--- src/rtl/mips_serial_divider.sv ---
// Iterative 32-bit signed/unsigned restoring divider; one quotient bit per cycle.
// Handshake: a start (OP_div|OP_divu) is accepted only while Stall=0; results are valid whenever Stall=0.
module mips_serial_divider (
  input  logic        clock,
  input  logic        reset,
  input  logic        OP_div,
  input  logic        OP_divu,
  input  logic [31:0] Dividend,
  input  logic [31:0] Divisor,
  output logic [31:0] Quotient,
  output logic [31:0] Remainder,
  output logic        Stall,
  output logic        debug_state
);

  typedef enum logic {IDLE = 1'b0, BUSY = 1'b1} state_t;

  state_t      state, state_nxt;
  logic [5:0]  count, count_nxt;
  logic [31:0] rem_q, rem_nxt;
  logic [31:0] quo_q, quo_nxt;
  logic [31:0] div_mag, div_mag_nxt;
  logic        neg_q, neg_q_nxt;
  logic        neg_r, neg_r_nxt;

  logic [32:0] shifted;
  logic [32:0] trial;
  logic        sgn;
  logic [31:0] dividend_abs;
  logic [31:0] divisor_abs;

  assign sgn          = OP_div;
  assign dividend_abs = (sgn && Dividend[31]) ? (32'd0 - Dividend) : Dividend;
  assign divisor_abs  = (sgn && Divisor[31])  ? (32'd0 - Divisor)  : Divisor;

  // Partial remainder stays below the divisor magnitude, so 33 bits hold the trial's sign.
  assign shifted = {rem_q, quo_q[31]};
  assign trial   = shifted - {1'b0, div_mag};

  always_ff @(posedge clock or negedge reset) begin
    if (!reset) begin
      state   <= IDLE;
      count   <= 6'd0;
      rem_q   <= 32'd0;
      quo_q   <= 32'd0;
      div_mag <= 32'd0;
      neg_q   <= 1'b0;
      neg_r   <= 1'b0;
    end else begin
      state   <= state_nxt;
      count   <= count_nxt;
      rem_q   <= rem_nxt;
      quo_q   <= quo_nxt;
      div_mag <= div_mag_nxt;
      neg_q   <= neg_q_nxt;
      neg_r   <= neg_r_nxt;
    end
  end

  always_comb begin
    state_nxt   = state;
    count_nxt   = count;
    rem_nxt     = rem_q;
    quo_nxt     = quo_q;
    div_mag_nxt = div_mag;
    neg_q_nxt   = neg_q;
    neg_r_nxt   = neg_r;
    unique case (state)
      IDLE: begin
        if (OP_div || OP_divu) begin
          state_nxt   = BUSY;
          count_nxt   = 6'd32;
          rem_nxt     = 32'd0;
          quo_nxt     = dividend_abs;
          div_mag_nxt = divisor_abs;
          neg_q_nxt   = sgn & (Dividend[31] ^ Divisor[31]);
          neg_r_nxt   = sgn & Dividend[31];
        end
      end
      BUSY: begin
        if (!trial[32]) begin
          rem_nxt = trial[31:0];
          quo_nxt = {quo_q[30:0], 1'b1};
        end else begin
          rem_nxt = shifted[31:0];
          quo_nxt = {quo_q[30:0], 1'b0};
        end
        count_nxt = count - 6'd1;
        if (count == 6'd1) begin
          state_nxt = IDLE;
        end
      end
      default: state_nxt = IDLE;
    endcase
  end

  assign Stall       = (state == BUSY);
  assign debug_state = state;
  assign Quotient    = neg_q ? (32'd0 - quo_q) : quo_q;
  assign Remainder   = neg_r ? (32'd0 - rem_q) : rem_q;

endmodule

--- config.mk ---
export PLATFORM = sky130hd
export DESIGN_NAME = mips_serial_divider
export DESIGN_NICKNAME = d
export VERILOG_FILES = /design/src/rtl/mips_serial_divider.sv
export SDC_FILE = /design/constraint.sdc
export NUM_CORES = 1
export LEC_CHECK = 0
export CAP_MARGIN = 20
export CORE_UTILIZATION = 50
export DETAILED_ROUTE_END_ITERATION = 6
export HOLD_SLACK_MARGIN = 0.06
export PLACE_DENSITY = 0.78
export SETUP_SLACK_MARGIN = 0.02
export SKIP_CTS_REPAIR_TIMING = 1
export SLEW_MARGIN = 20
export SYNTH_ARGS = -nofsm -noshare
export SYNTH_HDL_FRONTEND = slang
export SYNTH_SLANG_ARGS = --single-unit
--- constraint.sdc ---
create_clock -name clock -period 3.1 [get_ports clock]
set_input_delay 0.31 -clock clock [delete_from_list [all_inputs] [get_ports clock]]
set_output_delay 0.31 -clock clock [all_outputs]
set_load 0.05 [all_outputs]
=== Yosys cells after proc, flatten, opt, wreduce, memory -nomap -nowiden ===
Cells that the tools add are included.

* Register bits after elaboration: 105
* ROM bits: 0
* Input bits: 68
* Latch bits: 0
* Word-level logic and storage cells: 38
* Bits in writable memories: 0
* Output and inout bits: 66
* Memories kept: 0

* Shifts and indexed selects: 0
* $mul: 0
* Eq/ne operators: 2
* Divide/modulo/power cells: 0
* $add $sub $neg: 6
* Order comparisons: 0
* Reductions and logical operators: 4
* Bitwise operators: 4
* Muxes and demuxes: 15

{| class="wikitable"
|+ Operators by type and width
! operator !! number
|-
| two-way mux 32 bit || 7
|-
| one-hot mux 32 bit (2 select lines) || 2
|-
| subtractor 1 x 32 -> 32 bit (first input constant) || 4
|-
| subtractor 33 x 32 -> 33 bit || 1
|-
| one-hot mux 6 bit (2 select lines) || 1
|-
| equality test 6 x 1 -> 1 bit (second input constant) || 1
|-
| two-way mux 6 bit || 1
|-
| subtractor 6 x 1 -> 6 bit (second input constant) || 1
|-
| two-way mux 1 bit || 3
|-
| AND 1 bit || 2
|-
| logical AND 1 bit || 2
|-
| != test 2 bit (second input constant) || 1
|-
| one-hot mux 1 bit (2 select lines) || 1
|-
| AND reduction 2 bit || 1
|-
| logical OR 1 bit || 1
|-
| inverter 1 bit || 1
|-
| XOR 1 bit || 1
|}

=== Longest topological paths before layout ===
Gate-level depths: netlist (run 1).

* Word-level depth: 4
* Gate-level depth with buffers: 13
* Depth with buffers taken out: 12

=== Worst setup path before layout (run 1) ===
No wires, ideal clock.

* Kind: register -> output
* Start: reg rem_q[10]
* End: out Remainder[31]
* Stages on the path, launching flop included: 10
* Path slack: -620 ps
* Data required time: 2790 ps
* Path buffers: 0
* Data arrival time: 3410 ps
* Cell sequence: dfrtp_1 > or4_4 > or4_1 > or2_4 > or4_4 > or4_4 > inv_2 > nand2_2 > o41ai_4 > xnor2_1

* Longest elaborated chain between the ends: 2

{| class="wikitable"
|+ Ends and longest elaborated chain
! item !! line !! text
|-
| start, declared || 20 || <nowiki>logic [31:0] rem_q, rem_nxt;</nowiki>
|-
| start signal, assigned || 52 || <nowiki>rem_q <= rem_nxt;</nowiki>
|-
| subtractor 1 x 32 -> 32 bit || 100 || <nowiki>assign Remainder = neg_r ? (32'd0 - rem_q) : rem_q;</nowiki>
|-
| two-way mux 32 bit || 100 ||
|-
| end, declared || 11 || <nowiki>output logic [31:0] Remainder,</nowiki>
|}

Every way passes these cells.

=== Worst setup path in the final report (run 1) ===
* Start: reg rem_q[9]
* End: out Remainder[31]

Same word-level chain as after synthesis.

==> flow_summary.ini, run 1 <==
[global_routing]
antenna_found_initial = 0
grt_overflow = 0
grt_pass1_wl_um = 40500
grt_pass1_vias = 8207
grt_usage_pct = 28.5
grt_max_degree = 102

[floorplan]
dieArea_sq_mm = 0.0179
rows = 47
io_pins = 134
floorplan.initialDensity_pct = 51.8
core-area_sq_mm = 0.0168
die_w_um = 134
fp.dieH_um = 134

[outcome]
violations = setup timing
status = complete, but fails checks

[timing]
timing.final.crit_share_pct = 130
rsz0062_at_grt = yes
setup_violations = 27
max_freq_mhz = 249
setup_tns_ns = -10.62
final_max_slew_viol_count = 0
layout_min_cycle_time_ns = 4.02
skew_ns = 0.00956
fin_ws_ns = -0.916
report.final.hold_viol_count = 0
tightest_slew_ns = 0.962
maxSlewHeadroom_pct = 35.9

[clock_network]
path_clk_slew_ns = 0.07
cts_tree = built
clockBufferDepth = 2
worstSkewPairLatency_ns = 0.36
cts.sinks = 105
htreeDepth = 3
numCtsBuffers = 9
cts_root_buf = clkbuf_16

[min_path]
hold_path_depth = 2
hold_start = div_mag[27]
hp-class = flop to flop
whs_endpoint = div_mag[27]

[synthesis]
yosysUniqueCellTypes = 57
syn_inst = 1121
synth_compound_area_share_pct = 24.3
async_reset_ff_share_pct = 100
synth_edf_count = 0
synthXorXnorAreaFrac_pct = 14.7
synth_top_family_by_area = compound AO/OA/AOI/OAI gates
synth_mux_area_share_pct = 1.17
ys_seq_area_share_pct = 30.3
synth_warnings = 0
synthFlopType = dfrtp_1
synth-simple-area-share_pct = 18.9
synthAdderAreaFrac_pct = 5.71
syn-num-nets = 1228
synth-seq-cells = 105
synth.avg_cell_area_sq_um = 7.74
netlist_area_sq_mm = 0.00868

[worst_setup_path]
crit_top_cell = or4_4
crit_chain = or4_4 > or4_4 > or2_4 > or4_4 > or4_4 > inv_2 > nand2_4 > o41ai_4 > xnor2_2 > buf_12
cp-start-kind = flop
r2r-end = rem_q[12]
endpoint_kind = output port
r2r_start = rem_q[4]
cpMaxStageDelayCell = or4_4
critical_path_class = flop to output port
cp.arrival_ns = 3.71
ff2ff_setup_slack_ns = 0.06
cp_num_buf_inv = 2
cp_num_cells = 10
cpPeakStageDelay_ns = 0.52
crit_path_start = rem_q[9]
required_ns = 2.79
crit_family = simple AND/OR/NAND/NOR gates
crit_fanout = 4
r2r_cells = 12

[flow_run]
maxCapViolations = 0

[layout]
area_delta_synth_final_pct = 42.8
antenna_cells = 0
final.fill_count = 1208
nets = 1426
drive_gt1_share_pct = 20.5
final_util_pct = 74.0

[place]
io_buffers = 133
hpwlAfterDp_um = 19000
routabilityCongestion = 0.921

[drt]
route.detailed.drc = 0
wl_per_cell_um = 17.7
drt-total-wl_um = 27400
vias = 9136
routed_via_density = 5.92
drt_iter0_markers = 749
ant_nets = 0
first_pass_iters = 5
-- worst min-delay path, cell delays in order (launching register included) --
cell and delay, ns:
dfrtp_1 0.35, nand2_1 0.04, o21ai_0 0.05
-- layout by cell type, fill, tap and decap left out, drive strengths merged, types with 6 or more instances in the layout --
cell,synthesis,final
a211oi,6,6
a21o,11,11
a21oi,88,88
a31oi,8,8
buf,8,150
clkbuf,47,12
clkdlybuf4s50,0,82
dfrtp,105,105
dlymetal6s2s,0,7
ha,38,38
inv,54,54
mux2i,9,9
nand2,165,165
nand2b,13,13
nand3,18,18
nor2,76,76
nor2b,6,6
nor3,19,19
nor4,15,15
o211ai,12,12
o21ai,147,147
o22ai,6,6
o31ai,28,28
o41ai,18,18
or3,15,15
or4,16,16
xnor2,97,97
xor2,49,49
-- layer usage --
layer	wire length (um)	global-route usage, %
met5	0	0
met4	855	12.2
met3	1540	3.42
met2	13400	47.1
met1	11600	37.5
-- logic make-up (layout without fill, tap and decap cells) --
kind of cell	Yosys count	count (layout)
simple gates	359	359
flops	105	105
fa+ha+maj	39	39
buf+inv	109	312
xor+xnor	146	146
compound gates	353	353
mux	10	10
-- area by class of cell --
cell class	count	area [sq um]	share of cell area [%]
Sequential cell	105	2630	21.2
Timing Repair Buffer	242	2600	21.0
Multi-Input combinational cell	907	6370	51.3
Clock buffer	11	243	1.96
Inverter	54	203	1.63
Tap cell	220	275	2.22
Clock inverter	5	78.8	0.636
-- cell usage after synthesis (all sizes together), types with 13 or more instances --
cell	number	area, sq um
a21oi	88	440
clkbuf	47	176
dfrtp	105	2630
ha	38	475
inv	54	203
nand2	165	622
nand2b	13	81.3
nand3	18	90.1
nor2	76	285
nor3	19	95.1
nor4	15	100
o21ai	147	736
o31ai	28	210
o41ai	18	184
or3	15	93.8
or4	16	131
xnor2	97	850
xor2	49	429
-- registers in the layout (all words and copies together), names as in the netlist --
name and cells:
div_mag 32, quo_q 32, rem_q 32, count 6, Stall 1, neg_q 1, neg_r 1
-- worst max path at each step --
stage	to	slack, ns
6_report	Remainder[31]	-0.92
5_1_grt	Remainder[31]	-1.0
2_1_floorplan	Remainder[31]	-0.47
3_5_place_dp	Remainder[31]	-0.52
4_1_cts	Remainder[31]	-0.90
3_3_place_gp	Remainder[31]	-0.49
-- stage by stage --
| step | hold WS (ns) | instance area [sq um] | cells | setup WS, ns |
|---|---|---|---|---|
| CTS | -0.0495 | 11600 | 1530 | -0.898 |
| finish | 0.478 | 12400 | 1544 | -0.916 |
| global route | 0.501 | 12400 | 1544 | -0.997 |
| floorplan | 0.0144 | 8820 | 1121 | -0.467 |
| global placement | 0.325 | 11300 | 1514 | -0.488 |
| detailed placement | 0.333 | 11300 | 1514 | -0.516 |
Power of run 1 is left out: the tool's default activity adds up to more than one toggle a clock period on the data nets, which glitch-free logic cannot reach.
==> inputs of run 2 (changes only) <==
- CELL_PAD_IN_SITES_DETAIL_PLACEMENT: unset -> 0
- CELL_PAD_IN_SITES_GLOBAL_PLACEMENT: unset -> 1
- CORE_MARGIN: unset -> 4
- CORE_UTILIZATION: 50 -> 37
- PLACE_DENSITY: 0.78 -> unset
- PLACE_DENSITY_LB_ADDON: unset -> 0.1
==> flow_summary.ini, run 2 (same netlist as run 1, synthesis figures left out) <==
[outcome]
status = complete, but fails checks
violations = setup timing

[worst_setup_path]
crit_fanout = 4
critical_path_class = flop to output port
cpPeakStageDelay_ns = 0.54
required_ns = 2.79
cp-start-kind = flop
crit_top_cell = or4_4
cpMaxStageDelayCell = or4_4
cp.arrival_ns = 3.67
endpoint_kind = output port
crit_chain = or4_4 > or4_4 > or2_4 > or4_4 > or4_4 > inv_4 > nand2_4 > o41ai_4 > xnor2_2 > buf_12
crit_family = simple AND/OR/NAND/NOR gates
cp_num_buf_inv = 2

[place]
routabilityCongestion = 0.827
dpl.cell_count = 1647
hpwlAfterDp_um = 20500
io_buffers = 133
place_ws_ns = -0.532

[layout]
final_cell_count_no_fill = 1678
final_util_pct = 56.5
final_cell_mix = nand2_1, buf_4, o21ai_0
area_delta_synth_final_pct = 48.6
nets = 1467
final_common_cell = nand2_1
drive_gt1_share_pct = 24.0
top_regs = div_mag x32, quo_q x32, rem_q x32
antenna_cells = 0

[timing]
skew_ns = 0.00963
final_max_slew_viol_count = 0
tightest_slew_ns = 0.701
rsz0062_at_grt = yes
timing.final.crit_share_pct = 128
setup_violations = 27
max_freq_mhz = 252
report.final.hold_viol_count = 0
layout_min_cycle_time_ns = 3.98
maxSlewHeadroom_pct = 53.2
setup_tns_ns = -11.73
fin_ws_ns = -0.875

[global_routing]
grt_usage_pct = 20.2
antenna_found_initial = 0
grt_max_degree = 63
grt_overflow = 0
grt_pass1_wl_um = 43200
grt_pass1_vias = 8446

[drt]
route.detailed.drc = 0
ant_nets = 0
wl_per_cell_um = 16.2
first_pass_iters = 5
drt-total-wl_um = 27100
routed_via_density = 5.22
vias = 8760
drt_iter0_markers = 524

[clock_network]
clockBufferDepth = 2
numCtsBuffers = 9
htreeDepth = 3
cts_root_buf = clkbuf_16
worstSkewPairLatency_ns = 0.36
cts_tree = built
path_clk_slew_ns = 0.08
cts.sinks = 105

[min_path]
hp-class = flop to flop

[floorplan]
io_pins = 134
core-area_sq_mm = 0.0228
floorplan.initialDensity_pct = 38.0
rows = 55
die_w_um = 161
fp.dieH_um = 161
dieArea_sq_mm = 0.0260

[flow_run]
maxCapViolations = 0
-- run 2: cell types whose count changed in the layout (fill, tap and decap cells not counted), moves of 4 or more --
cell,delta
buf_4,+31
buf_6,+5
buf_8,+5
nand2_1,-5
nand2_2,+5
nor2_1,-4
o21ai_0,-11
o21ai_1,+11
-- run 2: per-layer routing --
| metal | wire, um | global-route usage [%] | part of all wire (%) | vias up |
|---|---|---|---|---|
| li1 | - | - | - | 4438 |
| met1 | 12900 | 27.9 | 48 | 4161 |
| met2 | 13200 | 34.4 | 49 | 140 |
| met3 | 818 | 2.68 | 3.0 | 21 |
| met4 | 257 | 3.33 | 0.95 | 0 |
| met5 | 0 | 0 | 0 | - |
-- run 2: worst paths after layout --
check                             from  slack, ns            end  cells after the start
setup / recovery             rem_q[10]      -0.88  Remainder[31]                     10
hold / removal             div_mag[30]       0.48    div_mag[30]                      2
setup reg to reg            div_mag[0]      -0.02      rem_q[22]                     12
hold reg to reg            div_mag[30]       0.48    div_mag[30]                      2
max in group asynchronous        reset       1.71      quo_q[28]                      3
min in group asynchronous        reset       0.51       quo_q[4]                      2
-- run 2: tightest hold or removal path, stage by stage, from the launching register on --
cell and delay (ns):
dfrtp_1 0.34, nand2_1 0.05, o21ai_0 0.06
-- run 2: cell type report --
class | instances | area (sq um)
fill | 2211 | 9950
timing repair buffer | 283 | 3000
clock buffer | 10 | 239
clock inverter | 6 | 67.6
sequential | 105 | 2630
tap | 313 | 392
inverter | 54 | 205
multi-input combinational | 907 | 6370
-- run 2: through the flow --
stage / cell area [sq um] / hold WS, ns
after floorplan: 8820 / 0.0144
after global placement: 11700 / 0.381
after detailed placement: 11700 / 0.392
after CTS: 12000 / 0.00213
after global routing: 12900 / 0.504
final: 12900 / 0.479
Power of run 2 is left out for the same reason.
